--- src/rtl/fp_add_pkg.sv ---
// Shared widths, FSM states and comparator codes for the FP adder alignment stage.
// Mantissa-small layout is {hidden, fraction, G, R, S}.
package fp_add_pkg;

  localparam int EXP_W  = 8;
  localparam int MAN_W  = 23;
  localparam int GRS_W  = 3;
  localparam int SH_MAX = MAN_W + 4;
  localparam int SH_W   = 5;
  localparam int MS_W   = MAN_W + 1 + GRS_W;

  typedef enum logic [1:0] {
    IDLE,
    SHIFT,
    DONE
  } state_t;

  typedef enum logic [1:0] {
    EQ   = 2'd0,
    A_GT = 2'd1,
    B_GT = 2'd2
  } bigger_e;

endpackage

--- src/rtl/mantissa_align_if.sv ---
// Operand-in / aligned-out bundle with valid/ready on both sides.
// slave = alignment stage, master = upstream comparator plus downstream adder.
interface mantissa_align_if;
  import fp_add_pkg::*;

  logic             in_valid;
  logic             in_ready;
  logic [EXP_W-1:0] exp1;
  logic [EXP_W-1:0] exp2;
  logic [MAN_W-1:0] man1;
  logic [MAN_W-1:0] man2;
  logic [EXP_W-1:0] dif;
  logic [1:0]       bigger;

  logic             out_valid;
  logic             out_ready;
  logic [EXP_W-1:0] exp_out;
  logic [MAN_W:0]   man_big;
  logic [MS_W-1:0]  man_small;
  logic             swapped;

  modport slave (
    input  in_valid, exp1, exp2, man1, man2, dif, bigger, out_ready,
    output in_ready, out_valid, exp_out, man_big, man_small, swapped
  );

  modport master (
    output in_valid, exp1, exp2, man1, man2, dif, bigger, out_ready,
    input  in_ready, out_valid, exp_out, man_big, man_small, swapped
  );
endinterface

--- src/rtl/sticky_shr.sv ---
// One bounded right shift; every bit pushed out (including the old sticky) is ORed into bit 0.
module sticky_shr #(
  parameter int W    = 27,
  parameter int SH_W = 5
) (
  input  logic [W-1:0]    i_din,
  input  logic [SH_W-1:0] i_sh,
  output logic [W-1:0]    o_dout
);
  logic [W-1:0] w_mask;
  logic [W-1:0] w_shr;
  logic         w_sticky;

  assign w_mask   = ~({W{1'b1}} << i_sh);
  assign w_shr    = i_din >> i_sh;
  assign w_sticky = |(i_din & w_mask);
  assign o_dout   = {w_shr[W-1:1], w_shr[0] | w_sticky};
endmodule

--- src/rtl/mantissa_align.sv ---
// FP adder alignment: orders operands by exponent, restores hidden bits and shifts the
// smaller mantissa right STEP bits per cycle into {hid,frac,G,R,S}.
module mantissa_align
  import fp_add_pkg::*;
#(
  parameter int STEP = 8
) (
  input  logic            clk,
  input  logic            rst,
  mantissa_align_if.slave bus
);
  localparam logic [SH_W-1:0] STEP_C = SH_W'(STEP);

  state_t           r_state;
  logic [SH_W-1:0]  r_rem;
  logic [MS_W-1:0]  r_small;
  logic [MAN_W:0]   r_big;
  logic [EXP_W-1:0] r_exp;
  logic             r_swapped;
  logic             r_in_ready;
  logic             r_out_valid;

  logic             w_hid1;
  logic             w_hid2;
  logic             w_b_gt;
  logic [SH_W-1:0]  w_n;
  logic [SH_W-1:0]  w_s;
  logic [MS_W-1:0]  w_small_nxt;

  assign w_hid1 = |bus.exp1;
  assign w_hid2 = |bus.exp2;
  assign w_b_gt = (bus.bigger == B_GT);

  // Equal or illegal comparator codes mean no shift; stale dif is ignored.
  always_comb begin
    w_n = '0;
    if (bus.bigger == A_GT || bus.bigger == B_GT)
      w_n = (bus.dif > EXP_W'(SH_MAX)) ? SH_W'(SH_MAX) : bus.dif[SH_W-1:0];
  end

  assign w_s = (r_rem > STEP_C) ? STEP_C : r_rem;

  sticky_shr #(
    .W    (MS_W),
    .SH_W (SH_W)
  ) u_shr (
    .i_din  (r_small),
    .i_sh   (w_s),
    .o_dout (w_small_nxt)
  );

  always_ff @(posedge clk or posedge rst) begin
    if (rst) begin
      r_state     <= IDLE;
      r_rem       <= '0;
      r_small     <= '0;
      r_big       <= '0;
      r_exp       <= '0;
      r_swapped   <= 1'b0;
      r_in_ready  <= 1'b1;
      r_out_valid <= 1'b0;
    end else begin
      case (r_state)
        IDLE: begin
          if (bus.in_valid) begin
            r_exp      <= w_b_gt ? bus.exp2 : bus.exp1;
            r_big      <= w_b_gt ? {w_hid2, bus.man2} : {w_hid1, bus.man1};
            r_small    <= w_b_gt ? {w_hid1, bus.man1, {GRS_W{1'b0}}}
                                 : {w_hid2, bus.man2, {GRS_W{1'b0}}};
            r_swapped  <= w_b_gt;
            r_rem      <= w_n;
            r_in_ready <= 1'b0;
            if (w_n == '0) begin
              r_state     <= DONE;
              r_out_valid <= 1'b1;
            end else begin
              r_state <= SHIFT;
            end
          end
        end
        SHIFT: begin
          r_small <= w_small_nxt;
          r_rem   <= r_rem - w_s;
          if (r_rem == w_s) begin
            r_state     <= DONE;
            r_out_valid <= 1'b1;
          end
        end
        DONE: begin
          if (bus.out_ready) begin
            r_state     <= IDLE;
            r_out_valid <= 1'b0;
            r_in_ready  <= 1'b1;
          end
        end
        default: begin
          r_state     <= IDLE;
          r_out_valid <= 1'b0;
          r_in_ready  <= 1'b1;
        end
      endcase
    end
  end

  assign bus.in_ready  = r_in_ready;
  assign bus.out_valid = r_out_valid;
  assign bus.exp_out   = r_exp;
  assign bus.man_big   = r_big;
  assign bus.man_small = r_small;
  assign bus.swapped   = r_swapped;
endmodule

--- src/flat_wrapper.sv ---
// flat-port wrapper written by rule: the top's interface ports become plain ports
module mantissa_align_flat import fp_add_pkg::*;
#(
  parameter int STEP = 8
)
  (clk, rst, bus_in_valid, bus_exp1, bus_exp2, bus_man1, bus_man2, bus_dif, bus_bigger, bus_out_ready, bus_in_ready, bus_out_valid, bus_exp_out, bus_man_big, bus_man_small, bus_swapped);
  mantissa_align_if bus_i ();
  input  logic clk;
  input  logic rst;
  input wire logic [$bits(bus_i.in_valid)-1:0] bus_in_valid;
  input wire logic [$bits(bus_i.exp1)-1:0] bus_exp1;
  input wire logic [$bits(bus_i.exp2)-1:0] bus_exp2;
  input wire logic [$bits(bus_i.man1)-1:0] bus_man1;
  input wire logic [$bits(bus_i.man2)-1:0] bus_man2;
  input wire logic [$bits(bus_i.dif)-1:0] bus_dif;
  input wire logic [$bits(bus_i.bigger)-1:0] bus_bigger;
  input wire logic [$bits(bus_i.out_ready)-1:0] bus_out_ready;
  output wire logic [$bits(bus_i.in_ready)-1:0] bus_in_ready;
  output wire logic [$bits(bus_i.out_valid)-1:0] bus_out_valid;
  output wire logic [$bits(bus_i.exp_out)-1:0] bus_exp_out;
  output wire logic [$bits(bus_i.man_big)-1:0] bus_man_big;
  output wire logic [$bits(bus_i.man_small)-1:0] bus_man_small;
  output wire logic [$bits(bus_i.swapped)-1:0] bus_swapped;
  assign bus_i.in_valid = bus_in_valid;
  assign bus_i.exp1 = bus_exp1;
  assign bus_i.exp2 = bus_exp2;
  assign bus_i.man1 = bus_man1;
  assign bus_i.man2 = bus_man2;
  assign bus_i.dif = bus_dif;
  assign bus_i.bigger = bus_bigger;
  assign bus_i.out_ready = bus_out_ready;
  assign bus_in_ready = bus_i.in_ready;
  assign bus_out_valid = bus_i.out_valid;
  assign bus_exp_out = bus_i.exp_out;
  assign bus_man_big = bus_i.man_big;
  assign bus_man_small = bus_i.man_small;
  assign bus_swapped = bus_i.swapped;
  mantissa_align #(.STEP(STEP)) u_core (.clk(clk), .rst(rst), .bus(bus_i));
endmodule
--- config.mk ---
export PLATFORM = sky130hd
export DESIGN_NAME = mantissa_align_flat
export DESIGN_NICKNAME = d
export VERILOG_FILES = /design/src/rtl/fp_add_pkg.sv /design/src/rtl/mantissa_align_if.sv /design/src/rtl/sticky_shr.sv /design/src/rtl/mantissa_align.sv /design/src/flat_wrapper.sv
export SDC_FILE = /design/constraint.sdc
export NUM_CORES = 1
export LEC_CHECK = 0
export ABC_AREA = 1
export CELL_PAD_IN_SITES_DETAIL_PLACEMENT = 1
export CELL_PAD_IN_SITES_GLOBAL_PLACEMENT = 2
export CORE_MARGIN = 5
export CORE_UTILIZATION = 27
export CTS_CLUSTER_SIZE = 14
export DETAILED_ROUTE_END_ITERATION = 10
export PLACE_DENSITY = 0.84
export SLEW_MARGIN = 20
export SYNTH_ARGS = -nofsm -noshare
export SYNTH_HDL_FRONTEND = slang
export SYNTH_SLANG_ARGS = --single-unit
--- constraint.sdc ---
create_clock -name clk -period 6.5 [get_ports clk]
set_input_delay 1.3 -clock clk [delete_from_list [all_inputs] [get_ports clk]]
set_output_delay 1.3 -clock clk [all_outputs]
set_load 0.005 [all_outputs]
======== Word level (Yosys, flattened, before mapping) ========
Index checks and enable logic that the tools add are counted.
word-level totals
  flip-flop bits (word level) ............. 69
  latch bits .............................. 0
  memory bits (writable) .................. 0
  memory bits (read-only) ................. 0
  bits of input ports ..................... 76
  output and inout bits ................... 62
  word-level logic and storage cells ...... 61
  memories kept ........................... 0
cells by class
  add/sub/neg operators ................... 1
  multiply operators ...................... 0
  divide/modulo/power cells ............... 0
  $lt $le $gt $ge ......................... 2
  equal/unequal tests ..................... 9
  shifts and indexed selects .............. 2
  multiplexer cells ....................... 23
  bitwise gates (word level) .............. 4
  reductions and logical operators ........ 12
operators with widths
  operator                                                       number
  two-way mux 27 bit                                             2
  one-hot mux 27 bit (2 select lines)                            1
  bitwise AND 27 bit                                             1
  NOT 27 bit                                                     1
  OR reduction 27 bit                                            1
  left shift 27 x 5 -> 27 bit, first input constant              1
  right shift 27 x 5 -> 27 bit                                   1
  two-way mux 24 bit                                             1
  two-way mux 5 bit                                              4
  OR reduction 8 bit                                             2
  one-hot mux 5 bit (2 select lines)                             1
  greater-than comparator 8 x 5 -> 1 bit, second input constant  1
  two-way mux 2 bit                                              4
  two-way mux 8 bit                                              1
  two-way mux 1 bit                                              6
  one-hot mux 1 bit (3 select lines)                             2
  one-hot mux 2 bit (3 select lines)                             1
  AND reduction 3 bit                                            2
  == test 5 bit                                                  1
  greater-than comparator 5 x 4 -> 1 bit, second input constant  1
  zero test 5 bit                                                1
  subtractor 5 bit                                               1
  == test 2 x 1 -> 1 bit, second input constant                  2
  == test 2 bit, second input constant                           2
  other kinds (9)                                                12

======== Longest topological paths before layout ========
  depth in word-level cells ............... 8
  gate-level depth with buffers ........... 13
  gate-level depth less buffers ........... 12

======== Cells and area by module ========
Synthesis repeated with hierarchy kept, for this count alone.
second synthesis, totals
  cells, all modules ...................... 818
  area, all modules ....................... 5306.3 um^2
modules (own cells, without submodules)
  module          instances  cells an instance  area an instance (um^2)  sequential area each (um^2)
  mantissa_align  1          457                3688.5                   1727.9
  sticky_shr      1          361                1617.8                   0.0

======== Least setup slack after synthesis ========
OpenSTA, ideal clock, no wires.
  path kind ............................... input port to flip-flop
  start ................................... input port bus_bigger[0]
  end ..................................... register u_core.r_exp[3] (netlist: u_core.bus.exp_out[3])
  setup time .............................. 90 ps
  arrival ................................. 2394 ps
  data required time ...................... 6410 ps
  setup slack ............................. 4016 ps
  stages .................................. 8
  buffers on the path ..................... 2
  cell sequence ........................... inv_1 > ha_1 > buf_2 > inv_1 > nor2_1 > clkinv_1 > buf_2 > o221ai_1
on the way
  word-level cells in the longest chain between the ends .. 2
RTL lines
  item                  RTL line              text
  start, declared       flat_wrapper.sv:16    input wire logic [$bits(bus_i.bigger)-1:0] bus_bigger;
  == test 2 bit         mantissa_align.sv:32  assign w_b_gt = (bus.bigger == B_GT);
  net u_core.w_b_gt     mantissa_align.sv:25  logic w_b_gt;
  two-way mux 8 bit     mantissa_align.sv:66  r_exp <= w_b_gt ? bus.exp2 : bus.exp1;
  end signal, assigned  mantissa_align.sv:66
  end, declared         mantissa_align.sv:18  logic [EXP_W-1:0] r_exp;
The timed path passes the listed nets, and every way through them passes these cells.
A chain may end at the register's enable or synchronous reset.

======== Final worst setup path ========
  start ................................... input port bus_bigger[1]
  end ..................................... register u_core.r_exp[3] (netlist: u_core.bus.exp_out[3])
The elaborated chain is that of the path after synthesis.

==> flow_summary.yaml <==
critical_path:
  cp_slowest_stage_delay_ns: 0.94
  worstPathArrival_ns: 4.49
  crit_required_ns: 6.73
  r2r_cells: 5
  reg2reg_to: "u_core.bus.exp_out[3]$_DFFE_PP0P_"
  critical_path.cell_chain: "clkdlybuf4s50_1, ha_1, buf_4, inv_1, nor2_1, clkinv_1, o221ai_1"
  endpoint_kind: "flop"
  critPathMaxFanout: 35
  crit_type: "in2reg"
  startpoint_type: "input pin"
  regToRegStartpoint: "u_core.r_state[1]$_DFFE_PP0P_"
  worst_path_max_delay_cell: "clkinv_1"
  regToRegSetupSlack_ns: 3.64
job:
  max_cap_viol_count: 0
timing:
  timing.setup.tns_ns: 0
  final.min_clock_period_ns: 4.26
  rsz0062_at_grt: "no"
  fin_crit_sh_pct: 65.6
  setup_viol: 0
  fmax_mhz: 235
  slew_viol_final: 0
  worst_slew_margin_rel_pct: 24.2
  worstMarginPinSlew_ns: 1.13
  clock_skew_ns: 0.00641
  finalHoldViolations: 0
min_path:
  hp-class: "reg2reg"
  hold_end: "u_core.bus.swapped$_DFFE_PP0P_"
  min_path_cells: 2
  min_from: "u_core.bus.swapped$_DFFE_PP0P_"
die:
  die_area_um2: 20600
  core_area_um2: 17400
  dieWidth_um: 143
  io_pins: 138
  fp-row-count: 48
  initial_utilization_pct: 27.7
  fp.dieH_um: 143
synthesis:
  yosysMostFrequentCell: "nand2_1"
  synth.area.top_cells: "dfrtp_1 35%, nand2_1 20%, o21ai_0 7.6%, inv_1 7.3%, nand3_1 6.8%"
  synth_area_um2: 4800
  yosys_register_bits: 69
  async_flop_share_pct: 100
  synth_area_per_cell_um2: 6.63
  synthCells: 724
  synth_edf_count: 0
  synth_top_area_share_pct: 35.4
  synth_area_leader_cell: "dfrtp_1"
  syn-num-nets: 803
  ys_warn_count: 0
  ys_types: 40
  synthFlopType: "dfrtp_1"
  synthTopCellsByCount: "252 x nand2_1, 94 x inv_1, 73 x o21ai_0, 68 x dfrtp_1, 65 x nand3_1"
  yosysSeqAreaShare_pct: 36.0
global_route:
  antenna_found_initial: 0
  grt_usage_pct: 17.9
  grt_max_degree: 70
  grt_overflow: 0
  grt_pass1_vias: 5370
  grt_first_pass_wirelength_um: 29000
place:
  gp_congestion: 0.831
  io_buffers: 137
  dpl.hpwl_um: 13700
finish:
  drive_above_1_share_pct: 5.77
  syn_to_final_growth_pct: 39.6
  diodes: 0
  utilization_pct: 38.6
  fillers: 2206
  fin_nets: 923
route:
  wire_per_inst_um: 17.0
  drc: 0
  dr.pass1.iters: 4
  wirelength_um: 18200
  vias_per_cell: 4.83
  vias: 5187
  ant_nets: 0
  initialDrtViolationCount: 194
power:
  ir_drop_mv: 0.163
  power_density_nw_per_um2: 517
  leakagePower_nw: 3.17
status:
  status: "complete, no violations"
clock_tree:
  clock-sinks: 69
  htree_levels: 3
  cts_tree: "built"
  clk_pin_slew_ns: 0.06
  cts_hold_buf: 0
  post_cts_resized: 0
  cts_buffers: 9
  cts_setup_buffers: 0
  cts_root_buf: "clkbuf_16"
  clk_latency_ns: 0.34
  cts_buffer_depth: 2
==> worst max-delay path: cells and delay by family <==
kind                       cells  cell delay, ns
buffers and inverters          4            1.90
adders and majority gates      1            0.14
and+or+nand+nor                1            0.64
AOI/OAI and AO/OA              1            0.49
==> routing by layer <==
metal	global-route usage, %	vias up	wire length (µm)
li1	-	2586	-
met1	24.5	2484	8620
met2	28.5	110	8440
met3	4.83	7	1040
met4	3.77	0	143
met5	0	-	0
==> layout make-up <==
type / count / area [µm²] / area share [%]
clock inverter: 6 / 159 / 2.37
sequential: 69 / 1730 / 25.8
timing repair buffer: 144 / 1420 / 21.2
inverter: 101 / 382 / 5.69
multi-input combinational: 519 / 2500 / 37.3
tap: 225 / 282 / 4.20
clock buffer: 10 / 229 / 3.41
==> cell families (layout without fill, tap and decap cells) <==
group,after synthesis,in the layout,synth area share (%)
AO/OA/AOI/OAI,145,145,18.9
XOR/XNOR,1,1,0.182
adder cells (fa/ha/maj),3,3,0.782
buffers and inverters,136,261,12.0
flip-flops,69,69,36.0
other,2,2,0.156
AND/OR/NAND/NOR,368,368,32.0
==> power by group <==
part           internal (W)  leakage, nW  total, W  switching (W)
clock              0.000454        0.187  0.000653       0.000199
sequential         0.000646        0.840  0.000815       0.000168
combinational      0.000814         2.15   0.00200        0.00118
==> per-stage QoR <==
step / area (µm²) / std cells / total power (W) / hold slack (ns) / worst slack, ns
2_1_floorplan: 4800 / 724 / 0.00200 / 0.464 / 3.46
6_report: 6710 / 1074 / 0.00346 / 0.491 / 2.24
5_1_grt: 6710 / 1074 / 0.00377 / 0.517 / 1.93
3_3_place_gp: 6320 / 1058 / 0.00282 / 0.457 / 2.05
3_5_place_dp: 6320 / 1058 / 0.00283 / 0.474 / 1.81
4_1_cts: 6710 / 1074 / 0.00351 / 0.496 / 2.20
==> placed cells by master, fill, tap and decap left out, types with 8 or more instances in the layout <==
cell,instances
nand2_1,251
nand2_2,8
nor2_1,29
o221ai_1,11
a21oi_1,8
o21ai_0,73
nand3_1,65
clkdlybuf4s50_1,137
o211ai_1,25
o21ai_1,10
dfrtp_1,68
inv_1,93
clkbuf_16,9
==> worst max path at each step <==
stage	start	to	slack [ns]	cells past startpoint
after detailed placement	bus_bigger[1]	u_core.bus.exp_out[3]$_DFFE_PP0P_	1.81	7
after global routing	bus_bigger[0]	u_core.bus.exp_out[3]$_DFFE_PP0P_	1.93	8
after floorplan	rst	u_core.bus.exp_out[0]$_DFFE_PP0P_	3.46	1
after global placement	bus_bigger[1]	u_core.bus.exp_out[4]$_DFFE_PP0P_	2.05	7
after CTS	bus_bigger[1]	u_core.bus.exp_out[3]$_DFFE_PP0P_	2.20	7
final	bus_bigger[1]	u_core.bus.exp_out[3]$_DFFE_PP0P_	2.24	7
==> registers in the layout (all words and copies together) (netlist names) <==
signal,count
u_core.bus.man_small,27
u_core.bus.man_big,24
u_core.bus.exp_out,8
u_core.r_rem,5
u_core.r_state,2
u_core.bus.in_ready,1
u_core.bus.out_valid,1
u_core.bus.swapped,1
Note: power is estimated with default switching activity, not from simulation.
